File: src/rtl/data_mem_store_if.sv
// Store-unit bus: execute-side request handshake plus the word-only data memory port.
// DATA_MEM_STORE_MISALIGN_TRAP_EN adds the misaligned flag to the bundle.
`ifndef FUNCT3_WIDTH
`define FUNCT3_WIDTH 3
`endif
`ifndef FUNCT3_SB
`define FUNCT3_SB 3'b000
`endif
`ifndef FUNCT3_SH
`define FUNCT3_SH 3'b001
`endif
`ifndef FUNCT3_SW
`define FUNCT3_SW 3'b010
`endif

interface data_mem_store_if #(
   parameter int unsigned N = 32
);
   logic                     req_valid;
   logic                     req_ready;
   logic [N-1:0]             req_addr;
   logic [N-1:0]             req_data;
   logic [`FUNCT3_WIDTH-1:0] funct3;
   logic [N-1:0]             mem_addr;
   logic                     mem_rd_en;
   logic [N-1:0]             mem_rdata;
   logic                     mem_rvalid;
   logic                     mem_wr_en;
   logic [N-1:0]             mem_wdata;
   logic                     done;
   logic                     busy;
`ifdef DATA_MEM_STORE_MISALIGN_TRAP_EN
   logic                     misaligned;

   modport master (
      output req_valid, req_addr, req_data, funct3, mem_rdata, mem_rvalid,
      input  req_ready, mem_addr, mem_rd_en, mem_wr_en, mem_wdata, done, busy, misaligned
   );
   modport slave (
      input  req_valid, req_addr, req_data, funct3, mem_rdata, mem_rvalid,
      output req_ready, mem_addr, mem_rd_en, mem_wr_en, mem_wdata, done, busy, misaligned
   );
`else
   modport master (
      output req_valid, req_addr, req_data, funct3, mem_rdata, mem_rvalid,
      input  req_ready, mem_addr, mem_rd_en, mem_wr_en, mem_wdata, done, busy
   );
   modport slave (
      input  req_valid, req_addr, req_data, funct3, mem_rdata, mem_rvalid,
      output req_ready, mem_addr, mem_rd_en, mem_wr_en, mem_wdata, done, busy
   );
`endif
endinterface

File: src/rtl/data_mem_store_unit.sv
// Store unit: SW written directly, SH/SB via read-modify-write into big-endian lanes.
// Optional DATA_MEM_STORE_MISALIGN_TRAP_EN rejects misaligned SW/SH with a misaligned pulse.
module data_mem_store_unit #(
   parameter int unsigned N = 32
) (
   input  logic          clk,
   input  logic          rst_n,
   data_mem_store_if.slave bus
);

   localparam int unsigned F3W = `FUNCT3_WIDTH;
   localparam logic [F3W-1:0] F3_SB = F3W'(`FUNCT3_SB);
   localparam logic [F3W-1:0] F3_SH = F3W'(`FUNCT3_SH);
   localparam logic [F3W-1:0] F3_SW = F3W'(`FUNCT3_SW);

   typedef enum logic [2:0] {
      S_IDLE  = 3'd0,
      S_READ  = 3'd1,
      S_WAIT  = 3'd2,
      S_WRITE = 3'd3,
      S_DONE  = 3'd4
   } state_e;

   state_e         state_q, state_d;
   logic [1:0]     offset_q, offset_d;
   logic [15:0]    data_q, data_d;
   logic [F3W-1:0] f3_q, f3_d;
   logic [N-1:0]   mem_addr_q, mem_addr_d;
   logic [N-1:0]   mem_wdata_q, mem_wdata_d;
   logic           mem_rd_en_q, mem_rd_en_d;
   logic           mem_wr_en_q, mem_wr_en_d;
   logic           done_q, done_d;
   logic           busy_q, busy_d;
   logic           req_ready_q, req_ready_d;
`ifdef DATA_MEM_STORE_MISALIGN_TRAP_EN
   logic           misaligned_q, misaligned_d;
`endif

   logic           accept_c;
   logic           trap_c;
   logic [N-1:0]   merged_c;

   assign accept_c = bus.req_valid && req_ready_q;

`ifdef DATA_MEM_STORE_MISALIGN_TRAP_EN
   assign trap_c = ((bus.funct3 == F3_SW) && (bus.req_addr[1:0] != 2'b00)) ||
                   ((bus.funct3 == F3_SH) && bus.req_addr[0]);
`else
   assign trap_c = 1'b0;
`endif

   // State register plus all registered outputs and request latches.
   always_ff @(posedge clk) begin
      if (!rst_n) begin
         state_q      <= S_IDLE;
         offset_q     <= 2'b00;
         data_q       <= '0;
         f3_q         <= '0;
         mem_addr_q   <= '0;
         mem_wdata_q  <= '0;
         mem_rd_en_q  <= 1'b0;
         mem_wr_en_q  <= 1'b0;
         done_q       <= 1'b0;
         busy_q       <= 1'b0;
         req_ready_q  <= 1'b1;
`ifdef DATA_MEM_STORE_MISALIGN_TRAP_EN
         misaligned_q <= 1'b0;
`endif
      end else begin
         state_q      <= state_d;
         offset_q     <= offset_d;
         data_q       <= data_d;
         f3_q         <= f3_d;
         mem_addr_q   <= mem_addr_d;
         mem_wdata_q  <= mem_wdata_d;
         mem_rd_en_q  <= mem_rd_en_d;
         mem_wr_en_q  <= mem_wr_en_d;
         done_q       <= done_d;
         busy_q       <= busy_d;
         req_ready_q  <= req_ready_d;
`ifdef DATA_MEM_STORE_MISALIGN_TRAP_EN
         misaligned_q <= misaligned_d;
`endif
      end
   end

   // Next-state logic.
   always_comb begin
      state_d = state_q;
      case (state_q)
         S_IDLE: begin
            if (accept_c) begin
               if (trap_c) begin
                  state_d = S_DONE;
               end else begin
                  case (bus.funct3)
                     F3_SW:        state_d = S_WRITE;
                     F3_SH, F3_SB: state_d = S_READ;
                     default:      state_d = S_DONE;
                  endcase
               end
            end
         end
         S_READ:  state_d = S_WAIT;
         S_WAIT:  if (bus.mem_rvalid) state_d = S_WRITE;
         S_WRITE: state_d = S_IDLE;
         S_DONE:  state_d = S_IDLE;
         default: state_d = S_IDLE;
      endcase
   end

   // Merge the latched halfword/byte into the word read back; lane 0 is the MSB.
   always_comb begin
      merged_c = bus.mem_rdata;
      if (f3_q == F3_SH) begin
         if (offset_q[1]) merged_c[15:0]  = data_q;
         else             merged_c[31:16] = data_q;
      end else begin
         case (offset_q)
            2'd0:    merged_c[31:24] = data_q[7:0];
            2'd1:    merged_c[23:16] = data_q[7:0];
            2'd2:    merged_c[15:8]  = data_q[7:0];
            default: merged_c[7:0]   = data_q[7:0];
         endcase
      end
   end

   // Output logic: strobes follow the state being entered so they appear as registered Moore outputs.
   always_comb begin
      offset_d    = offset_q;
      data_d      = data_q;
      f3_d        = f3_q;
      mem_addr_d  = mem_addr_q;
      mem_wdata_d = mem_wdata_q;
      req_ready_d = (state_d == S_IDLE);
      busy_d      = (state_d != S_IDLE);
      mem_rd_en_d = (state_d == S_READ);
      mem_wr_en_d = (state_d == S_WRITE);
      done_d      = (state_d == S_WRITE) || (state_d == S_DONE);
`ifdef DATA_MEM_STORE_MISALIGN_TRAP_EN
      misaligned_d = (state_q == S_IDLE) && accept_c && trap_c;
`endif
      if ((state_q == S_IDLE) && accept_c) begin
         offset_d   = bus.req_addr[1:0];
         data_d     = bus.req_data[15:0];
         f3_d       = bus.funct3;
         mem_addr_d = {bus.req_addr[N-1:2], 2'b00};
         if (bus.funct3 == F3_SW) mem_wdata_d = bus.req_data;
      end
      if ((state_q == S_WAIT) && bus.mem_rvalid) begin
         mem_wdata_d = merged_c;
      end
   end

   assign bus.req_ready  = req_ready_q;
   assign bus.busy       = busy_q;
   assign bus.mem_addr   = mem_addr_q;
   assign bus.mem_rd_en  = mem_rd_en_q;
   assign bus.mem_wr_en  = mem_wr_en_q;
   assign bus.mem_wdata  = mem_wdata_q;
   assign bus.done       = done_q;
`ifdef DATA_MEM_STORE_MISALIGN_TRAP_EN
   assign bus.misaligned = misaligned_q;
`endif

endmodule

File: src/flat_wrapper.sv
// flat-port wrapper written by rule: the top's interface ports become plain ports
module data_mem_store_unit_flat 
#(
   parameter int unsigned N = 32
)
  (clk, rst_n, bus_req_valid, bus_req_addr, bus_req_data, bus_funct3, bus_mem_rdata, bus_mem_rvalid, bus_req_ready, bus_mem_addr, bus_mem_rd_en, bus_mem_wr_en, bus_mem_wdata, bus_done, bus_busy);
  data_mem_store_if #(.N(N)) bus_i ();
  input  logic clk;
  input  logic rst_n;
  input wire logic [$bits(bus_i.req_valid)-1:0] bus_req_valid;
  input wire logic [$bits(bus_i.req_addr)-1:0] bus_req_addr;
  input wire logic [$bits(bus_i.req_data)-1:0] bus_req_data;
  input wire logic [$bits(bus_i.funct3)-1:0] bus_funct3;
  input wire logic [$bits(bus_i.mem_rdata)-1:0] bus_mem_rdata;
  input wire logic [$bits(bus_i.mem_rvalid)-1:0] bus_mem_rvalid;
  output wire logic [$bits(bus_i.req_ready)-1:0] bus_req_ready;
  output wire logic [$bits(bus_i.mem_addr)-1:0] bus_mem_addr;
  output wire logic [$bits(bus_i.mem_rd_en)-1:0] bus_mem_rd_en;
  output wire logic [$bits(bus_i.mem_wr_en)-1:0] bus_mem_wr_en;
  output wire logic [$bits(bus_i.mem_wdata)-1:0] bus_mem_wdata;
  output wire logic [$bits(bus_i.done)-1:0] bus_done;
  output wire logic [$bits(bus_i.busy)-1:0] bus_busy;
  assign bus_i.req_valid = bus_req_valid;
  assign bus_i.req_addr = bus_req_addr;
  assign bus_i.req_data = bus_req_data;
  assign bus_i.funct3 = bus_funct3;
  assign bus_i.mem_rdata = bus_mem_rdata;
  assign bus_i.mem_rvalid = bus_mem_rvalid;
  assign bus_req_ready = bus_i.req_ready;
  assign bus_mem_addr = bus_i.mem_addr;
  assign bus_mem_rd_en = bus_i.mem_rd_en;
  assign bus_mem_wr_en = bus_i.mem_wr_en;
  assign bus_mem_wdata = bus_i.mem_wdata;
  assign bus_done = bus_i.done;
  assign bus_busy = bus_i.busy;
  data_mem_store_unit #(.N(N)) u_core (.clk(clk), .rst_n(rst_n), .bus(bus_i));
endmodule
File: config.mk
export PLATFORM = sky130hd
export DESIGN_NAME = data_mem_store_unit_flat
export DESIGN_NICKNAME = d
export VERILOG_FILES = /design/src/rtl/data_mem_store_if.sv /design/src/rtl/data_mem_store_unit.sv /design/src/flat_wrapper.sv
export SDC_FILE = /design/constraint.sdc
export NUM_CORES = 1
export LEC_CHECK = 0
export BUFFER_PORTS_ARGS = -buffer_cell sky130_fd_sc_hd__buf_2
export CAP_MARGIN = 30
export CORE_MARGIN = 2
export CORE_UTILIZATION = 41
export DETAILED_ROUTE_END_ITERATION = 12
export GPL_TIMING_DRIVEN = 0
export PLACE_DENSITY = 0.7
export SLEW_MARGIN = 25
export SYNTH_ARGS = -nofsm -noshare
export SYNTH_HDL_FRONTEND = slang
export SYNTH_SLANG_ARGS = --single-unit
File: constraint.sdc
create_clock -name clk -period 2.2 [get_ports clk]
set_clock_uncertainty 0.1 [all_clocks]
set_input_delay 0.11 -clock clk [delete_from_list [all_inputs] [get_ports clk]]
set_output_delay 0.11 -clock clk [all_outputs]
set_load 0.05 [all_outputs]
==> results of run 1 <==
==> cells in the final DEF, fill, tap and decap left out, drive strengths merged, types with 2 or more instances in the layout <==
cell,synthesis,layout
nand2,106,106
a211oi,2,2
o2111a,5,5
mux2,11,11
and2,3,3
nor3,17,17
dfxtp,91,91
o221ai,7,7
buf,18,187
o21a,2,2
a21oi,3,3
inv,10,10
clkinv,0,3
nor2,44,44
nor4b,11,11
o21ai,8,8
mux2i,28,28
clkbuf,18,29
conb,1,2
nor4,3,3
or3,5,5
dlygate4sd3,0,80
o22ai,14,14
a21boi,51,51
o32ai,2,2
==> registers in the layout, indices dropped and copies added (netlist names) <==
signal and flops:
u_core.bus.req_ready 1, u_core.bus.mem_wr_en 1, u_core.bus.busy 1, u_core.f3_q 3, u_core.data_q 16, u_core.offset_q 2, u_core.bus.mem_addr 30, u_core.bus.done 1
u_core.bus.mem_wdata 32, u_core.bus.mem_rd_en 1, u_core.state_q 3
==> per-layer routing <==
layer | up-vias | wire [um]
met5 | - | 0
met4 | 0 | 219
met3 | 21 | 918
met2 | 169 | 6900
met1 | 2098 | 5650
li1 | 2155 | -
==> final cells by class <==
type,count,area [um^2]
fillers,845,3620
multi-input cells,334,2100
flip-flops and latches,91,1820
repair buffers,249,1650
plain buffers,36,185
well taps,133,166
clock buffers,11,141
clock inverters,5,52.6
inverters,10,37.5
==> cells by family (layout without fill, tap and decap cells) <==
logic type             count (synthesis)  in the layout  share of synthesized area, %
AND/OR/NAND/NOR                      196            196                          23.3
flip-flops                            91             91                          44.0
other                                  1              2                        0.0905
multiplexers                          39             39                          9.75
AO/OA/AOI/OAI                         96             96                          17.3
buffers and inverters                 46            311                          5.37
XOR/XNOR                               1              1                         0.211
==> critical path, cell delays in order (launching register included) <==
cell     delay [ns]
dfxtp_1        0.34
nor3b_2        0.39
o21a_1         0.19
buf_2          0.25
mux2_2         0.37
nor4b_2        0.27
==> where the power goes <==
| group | switching (mW) | internal, mW |
|---|---|---|
| Combinational | 0.874 | 0.474 |
| Sequential | 0.0866 | 1.79 |
| Clock | 0.595 | 0.552 |
==> per-stage QoR <==
step / cell area, um^2 / power (mW) / setup WS [ns]
6_report: 6150 / 4.37 / 0.219
3_3_place_gp: 5160 / 3.11 / 0.280
2_1_floorplan: 4150 / 2.78 / 0.317
4_1_cts: 6150 / 4.38 / 0.215
5_1_grt: 6150 / 4.57 / 0.0615
3_5_place_dp: 5160 / 3.14 / 0.228
==> path summary, 6_finish.rpt <==
path	startpoint	endpoint	depth (start not counted)
setup / recovery	u_core.f3_q[1]$_SDFFE_PN0P_	u_core.bus.mem_wdata[19]$_SDFFE_PN0P_	5
hold / removal	bus_req_data[17]	u_core.bus.mem_wdata[17]$_SDFFE_PN0P_	3
setup reg to reg	u_core.f3_q[1]$_SDFFE_PN0P_	u_core.bus.mem_wdata[19]$_SDFFE_PN0P_	5
hold reg to reg	u_core.bus.mem_addr[8]$_SDFFE_PN0P_	u_core.bus.mem_addr[8]$_SDFFE_PN0P_	2
==> flow_summary_export.csv, run 1 <==
group,metric,value,unit
outcome,status,"finished, final reports clean",
setup_path,worst_setup_path_end_kind,"flop",
grt,use_met3,6.36,%
power,peakVddDrop,423,uV
synthesis,synthTopCellsByArea,"dfxtp_1 44%, nand2_1 9.5%, a21boi_1 9.1%, mux2i_1 6.8%, nor2_1 4.0%",
place,dp_cells,773,
clock_tree,clock_path_buffers,2,
sta,clock.fmax,505,MHz
sta,fin_tns_setup,0,ns
clock_tree,cts-resized-gates,0,
setup_path,worst_ep_required_time,2.38,ns
grt,grt_pass1_wl,22400,um
sta,grt_setup_unrepaired,"no",
place,gp_congestion,0.824,
floorplanning,fp.dieH,105,um
grt,grt_pass1_vias,4673,
detailed_routing,via_per_inst,5.11,
clock_tree,cts_sinks,91,
detailed_routing,wl_per_cell,15.8,um
detailed_routing,first_pass_iters,5,
synthesis,synthTopCellsByCount,"105 x nand2_1, 91 x dfxtp_1, 50 x a21boi_1",
synthesis,synth_top_flop_cell,"dfxtp_1",
floorplanning,start_util,42.4,%
sta,setup_viol,0,
synthesis,yosys.area.top_type,"dfxtp_1",
detailed_routing,routed_wirelength,13700,um
sta,hold_violations,0,
place,dp_hpwl,9350,um
grt,overflow,0,
clock_tree,numCtsBuffers,9,
detailed_routing,drc,0,
synthesis,netlist_instances,470,
setup_path,rrSetupSlack,0.22,ns
floorplanning,top_level_ports,172,
power,power_density,711,mW/mm^2
sta,max_slew_margin,53.7,%
synthesis,synth_edf_count,0,
setup_path,crit_fanout,8,
clock_tree,htreeDepth,3,
sta,hold_slack,0.0285,ns
clock_tree,cts_hold_buf,80,
cells_and_area,diodes,0,
synthesis,post-synth-top-count-cell,"nand2_1",
grt,gr-usage-met2,45.7,%
cells_and_area,drive_above_1_share,31.5,%
setup_path,critPathKind,"flop to flop",
grt,top_usage_layer,"met2",
floorplanning,rows,36,
cells_and_area,nets,834,
synthesis,yosys.area.top_type_share,44.0,%
synthesis,synth_seq_cells,91,
synthesis,synth.distinct_cells,41,
synthesis,ys_async_sr_fraction,0,%
power,leakage,2.80,nW
synthesis,syn_area,0.00414,mm^2
synthesis,ys_seq_area_share,44.0,%
grt,grt_antenna_before_repair,0,
synthesis,yosys_warnings,0,
sta,slew_violations,0,
detailed_routing,postRouteAntennaNets,0,
clock_tree,clk_pin_slew_worst_paths,0.09,ns
sta,layout_worst_path_cycle_share,90.0,%
grt,grt_start_max_net_pins,15,
grt,grtUsageTotal,25.2,%
floorplanning,die_x,105,um
place,io_buffers,169,
grt,grt_use_met1,28.6,%
cells_and_area,fin_util,63.0,%
sta,worstMarginPinSlew,0.689,ns
sta,period_minus_slack,1.98,ns
floorplanning,die-area,0.0109,mm^2
cells_and_area,fin_cells,869,
clock_tree,cts_tree,"done",
detailed_routing,num_vias,4443,
clock_tree,clock_latency,0.36,ns
synthesis,syn_area_per_cell,8.82,um^2
setup_path,cp_data_arrival_time,2.16,ns
detailed_routing,drtIter0Drc,134,
clock_tree,cts_root_buf,"clkbuf_8",
hold_path,hold_class,"input port to flop",
floorplanning,core,0.00977,mm^2
run,drv_cap,0,
clock_tree,post_cts_buffers,0,
cells_and_area,syn2layout_area_growth,48.5,%
setup_path,critPathLaunchType,"flop",
Power figures use the tool's default switching activity.
==> run 2: changes to the inputs <==
--- a/config.mk
+++ b/config.mk
@@ -7,11 +7,13 @@
 export LEC_CHECK = 0
 export BUFFER_PORTS_ARGS = -buffer_cell sky130_fd_sc_hd__buf_2
 export CAP_MARGIN = 30
+export CELL_PAD_IN_SITES_DETAIL_PLACEMENT = 1
+export CELL_PAD_IN_SITES_GLOBAL_PLACEMENT = 2
 export CORE_MARGIN = 2
-export CORE_UTILIZATION = 41
+export CORE_UTILIZATION = 27
 export DETAILED_ROUTE_END_ITERATION = 12
 export GPL_TIMING_DRIVEN = 0
-export PLACE_DENSITY = 0.7
+export PLACE_DENSITY_LB_ADDON = 0.1
 export SLEW_MARGIN = 25
 export SYNTH_ARGS = -nofsm -noshare
 export SYNTH_HDL_FRONTEND = slang
==> run 2 against run 1 <==
Net effect:
- wire length rose by 12%
- sequential power barely moved
- clock power rose by 30%
- combinational power barely moved
- first-iteration DRC count fell by 1.5%
- worst setup slack got worse by 0.061 ns
- critical path depth rose by 3
- worst hold slack got worse by 0.027 ns
- critical path type is now input port to flop
==> flow_summary_export.csv, run 2 (same netlist as run 1, synthesis figures left out) <==
group,metric,value,unit
setup_path,worst_ep_required_time,2.32,ns
cells_and_area,fillers,1857,
detailed_routing,postRouteAntennaNets,0,
hold_path,hold_path_startpoint,"bus_mem_rdata[12]",
detailed_routing,drc,0,
clock_tree,clk_pin_slew_worst_paths,0.07,ns
floorplanning,top_level_ports,172,
floorplanning,die_x,128,um
clock_tree,clock_path_buffers,2,
hold_path,hold_class,"input port to flop",
sta,slew_violations,0,
floorplanning,core,0.0151,mm^2
sta,fin_tns_setup,0,ns
setup_path,critPathLaunchType,"input port",
grt,grtUsageTotal,19.0,%
detailed_routing,num_vias,4325,
outcome,status,"finished, final reports clean",
setup_path,rrSetupSlack,0.17,ns
place,pre_cts_slack,0.109,ns
clock_tree,cts_root_buf,"clkbuf_16",
floorplanning,fp.dieH,128,um
clock_tree,post_cts_buffers,0,
cells_and_area,final_cell_mix,"179 x buf_2, 105 x nand2_1, 91 x dfxtp_1",
sta,max_slew_margin,57.2,%
place,dp_hpwl,11200,um
setup_path,crit_fanout,10,
place,gp_congestion,0.755,
detailed_routing,drtIter0Drc,132,
sta,period_minus_slack,2.04,ns
setup_path,critPathKind,"input port to flop",
sta,grt_setup_unrepaired,"no",
detailed_routing,via_per_inst,4.71,
cells_and_area,regArea,0.00182,mm^2
place,io_buffers,169,
hold_path,hold_depth,3,
detailed_routing,first_pass_iters,4,
power,leakage,2.82,nW
cells_and_area,largest_register_ffs,32,
clock_tree,numCtsBuffers,9,
power,power_density,755,mW/mm^2
cells_and_area,diodes,0,
grt,grt_start_max_net_pins,15,
grt,grt_pass1_wl,24100,um
floorplanning,rows,45,
sta,clock.fmax,490,MHz
detailed_routing,routed_wirelength,15300,um
grt,overflow,0,
setup_path,rr_endpoint,"u_core.bus.mem_wdata[23]$_SDFFE_PN0P_",
sta,setup_viol,0,
clock_tree,cts_tree,"done",
cells_and_area,nets,829,
clock_tree,htreeDepth,3,
grt,grt_pass1_vias,4623,
hold_path,whs_endpoint,"u_core.bus.mem_wdata[12]$_SDFFE_PN0P_",
sta,worstMarginPinSlew,0.642,ns
floorplanning,start_util,27.5,%
clock_tree,clock_latency,0.34,ns
sta,hold_violations,0,
cells_and_area,multiInputGateArea,0.00211,mm^2
cells_and_area,layout_commonest_cell,"buf_2",
floorplanning,die-area,0.0164,mm^2
setup_path,crit-reg2reg-launch,"u_core.f3_q[0]$_SDFFE_PN0P_",
detailed_routing,wl_per_cell,16.6,um
sta,final.setup.worst_slack,0.159,ns
setup_path,r2r_cells,5,
run,drv_cap,0,
clock_tree,cts_sinks,91,
cells_and_area,drive_above_1_share,31.8,%
setup_path,cp_data_arrival_time,2.16,ns
power,peakVddDrop,360,uV
sta,layout_worst_path_cycle_share,92.8,%
cells_and_area,syn2layout_area_growth,51.2,%
setup_path,worst_setup_path_end_kind,"flop",
grt,grt_antenna_before_repair,0,
-- run 2: report_power, final --
group	switching, mW	internal, mW	total, mW
clock network	0.672	0.820	1.49
logic	0.886	0.470	1.36
registers	0.0894	1.80	1.88
total	1.65	3.09	4.73
-- run 2: stage by stage --
step                util (%)  hold slack (ns)  total power, mW  instance area, um^2  std cells
floorplan                  -            0.145             2.78                 4150        471
global placement        34.7            0.250             3.15                 5230        828
detailed placement      34.7            0.257             3.18                 5230        828
CTS                     41.5         0.000625             4.80                 6260        918
global route            41.5           0.0318             5.00                 6270        918
finish                  41.5          0.00164             4.73                 6270        918
-- run 2: worst max-delay path by stage --
stage | startpoint | to | cells past startpoint
floorplan | u_core.bus.req_ready$_SDFF_PN1_ | u_core.bus.mem_wdata[24]$_SDFFE_PN0P_ | 6
global placement | u_core.f3_q[1]$_SDFFE_PN0P_ | u_core.bus.mem_wdata[17]$_SDFFE_PN0P_ | 5
detailed placement | u_core.state_q[1]$_SDFF_PN0_ | u_core.bus.mem_rd_en$_SDFF_PN0_ | 3
CTS | u_core.state_q[1]$_SDFF_PN0_ | u_core.bus.mem_rd_en$_SDFF_PN0_ | 3
global route | bus_funct3[0] | u_core.bus.mem_wdata[8]$_SDFFE_PN0P_ | 8
finish | bus_funct3[0] | u_core.bus.mem_wdata[26]$_SDFFE_PN0P_ | 8
-- run 2: layer usage --
| layer | GRT usage (%) | up-vias | part of all wire [%] |
|---|---|---|---|
| met5 | 0 | - | 0 |
| met4 | 7.05 | 0 | 2.1 |
| met3 | 3.42 | 22 | 4.1 |
| met2 | 33.2 | 108 | 50 |
| met1 | 23.3 | 2052 | 44 |
| li1 | - | 2143 | - |
-- run 2: area by class of cell --
class	instances	share of cell area, %
Tap cell	188	3.75
Sequential cell	91	29.1
Inverter	10	0.599
Multi-Input combinational cell	334	33.7
Buffer	36	2.95
Timing Repair Buffer	244	25.5
Clock inverter	4	0.419
Clock buffer	11	4.03
-- run 2: timing repair --
item / 4_1_cts / 5_1_grt
hold buffers: 75 / 0
setup endpoints to repair: 0 / 1
gates resized for setup: 0 / 1
hold endpoints to repair: 72 / 0
-- run 2: worst max-delay path, stage by stage --
cell and delay [ns]:
dlygate4sd3_1 0.54, buf_2 0.15, nor4_2 0.35, and2_1 0.24, buf_4 0.21, buf_6 0.21
mux2i_1 0.24, o22ai_1 0.11
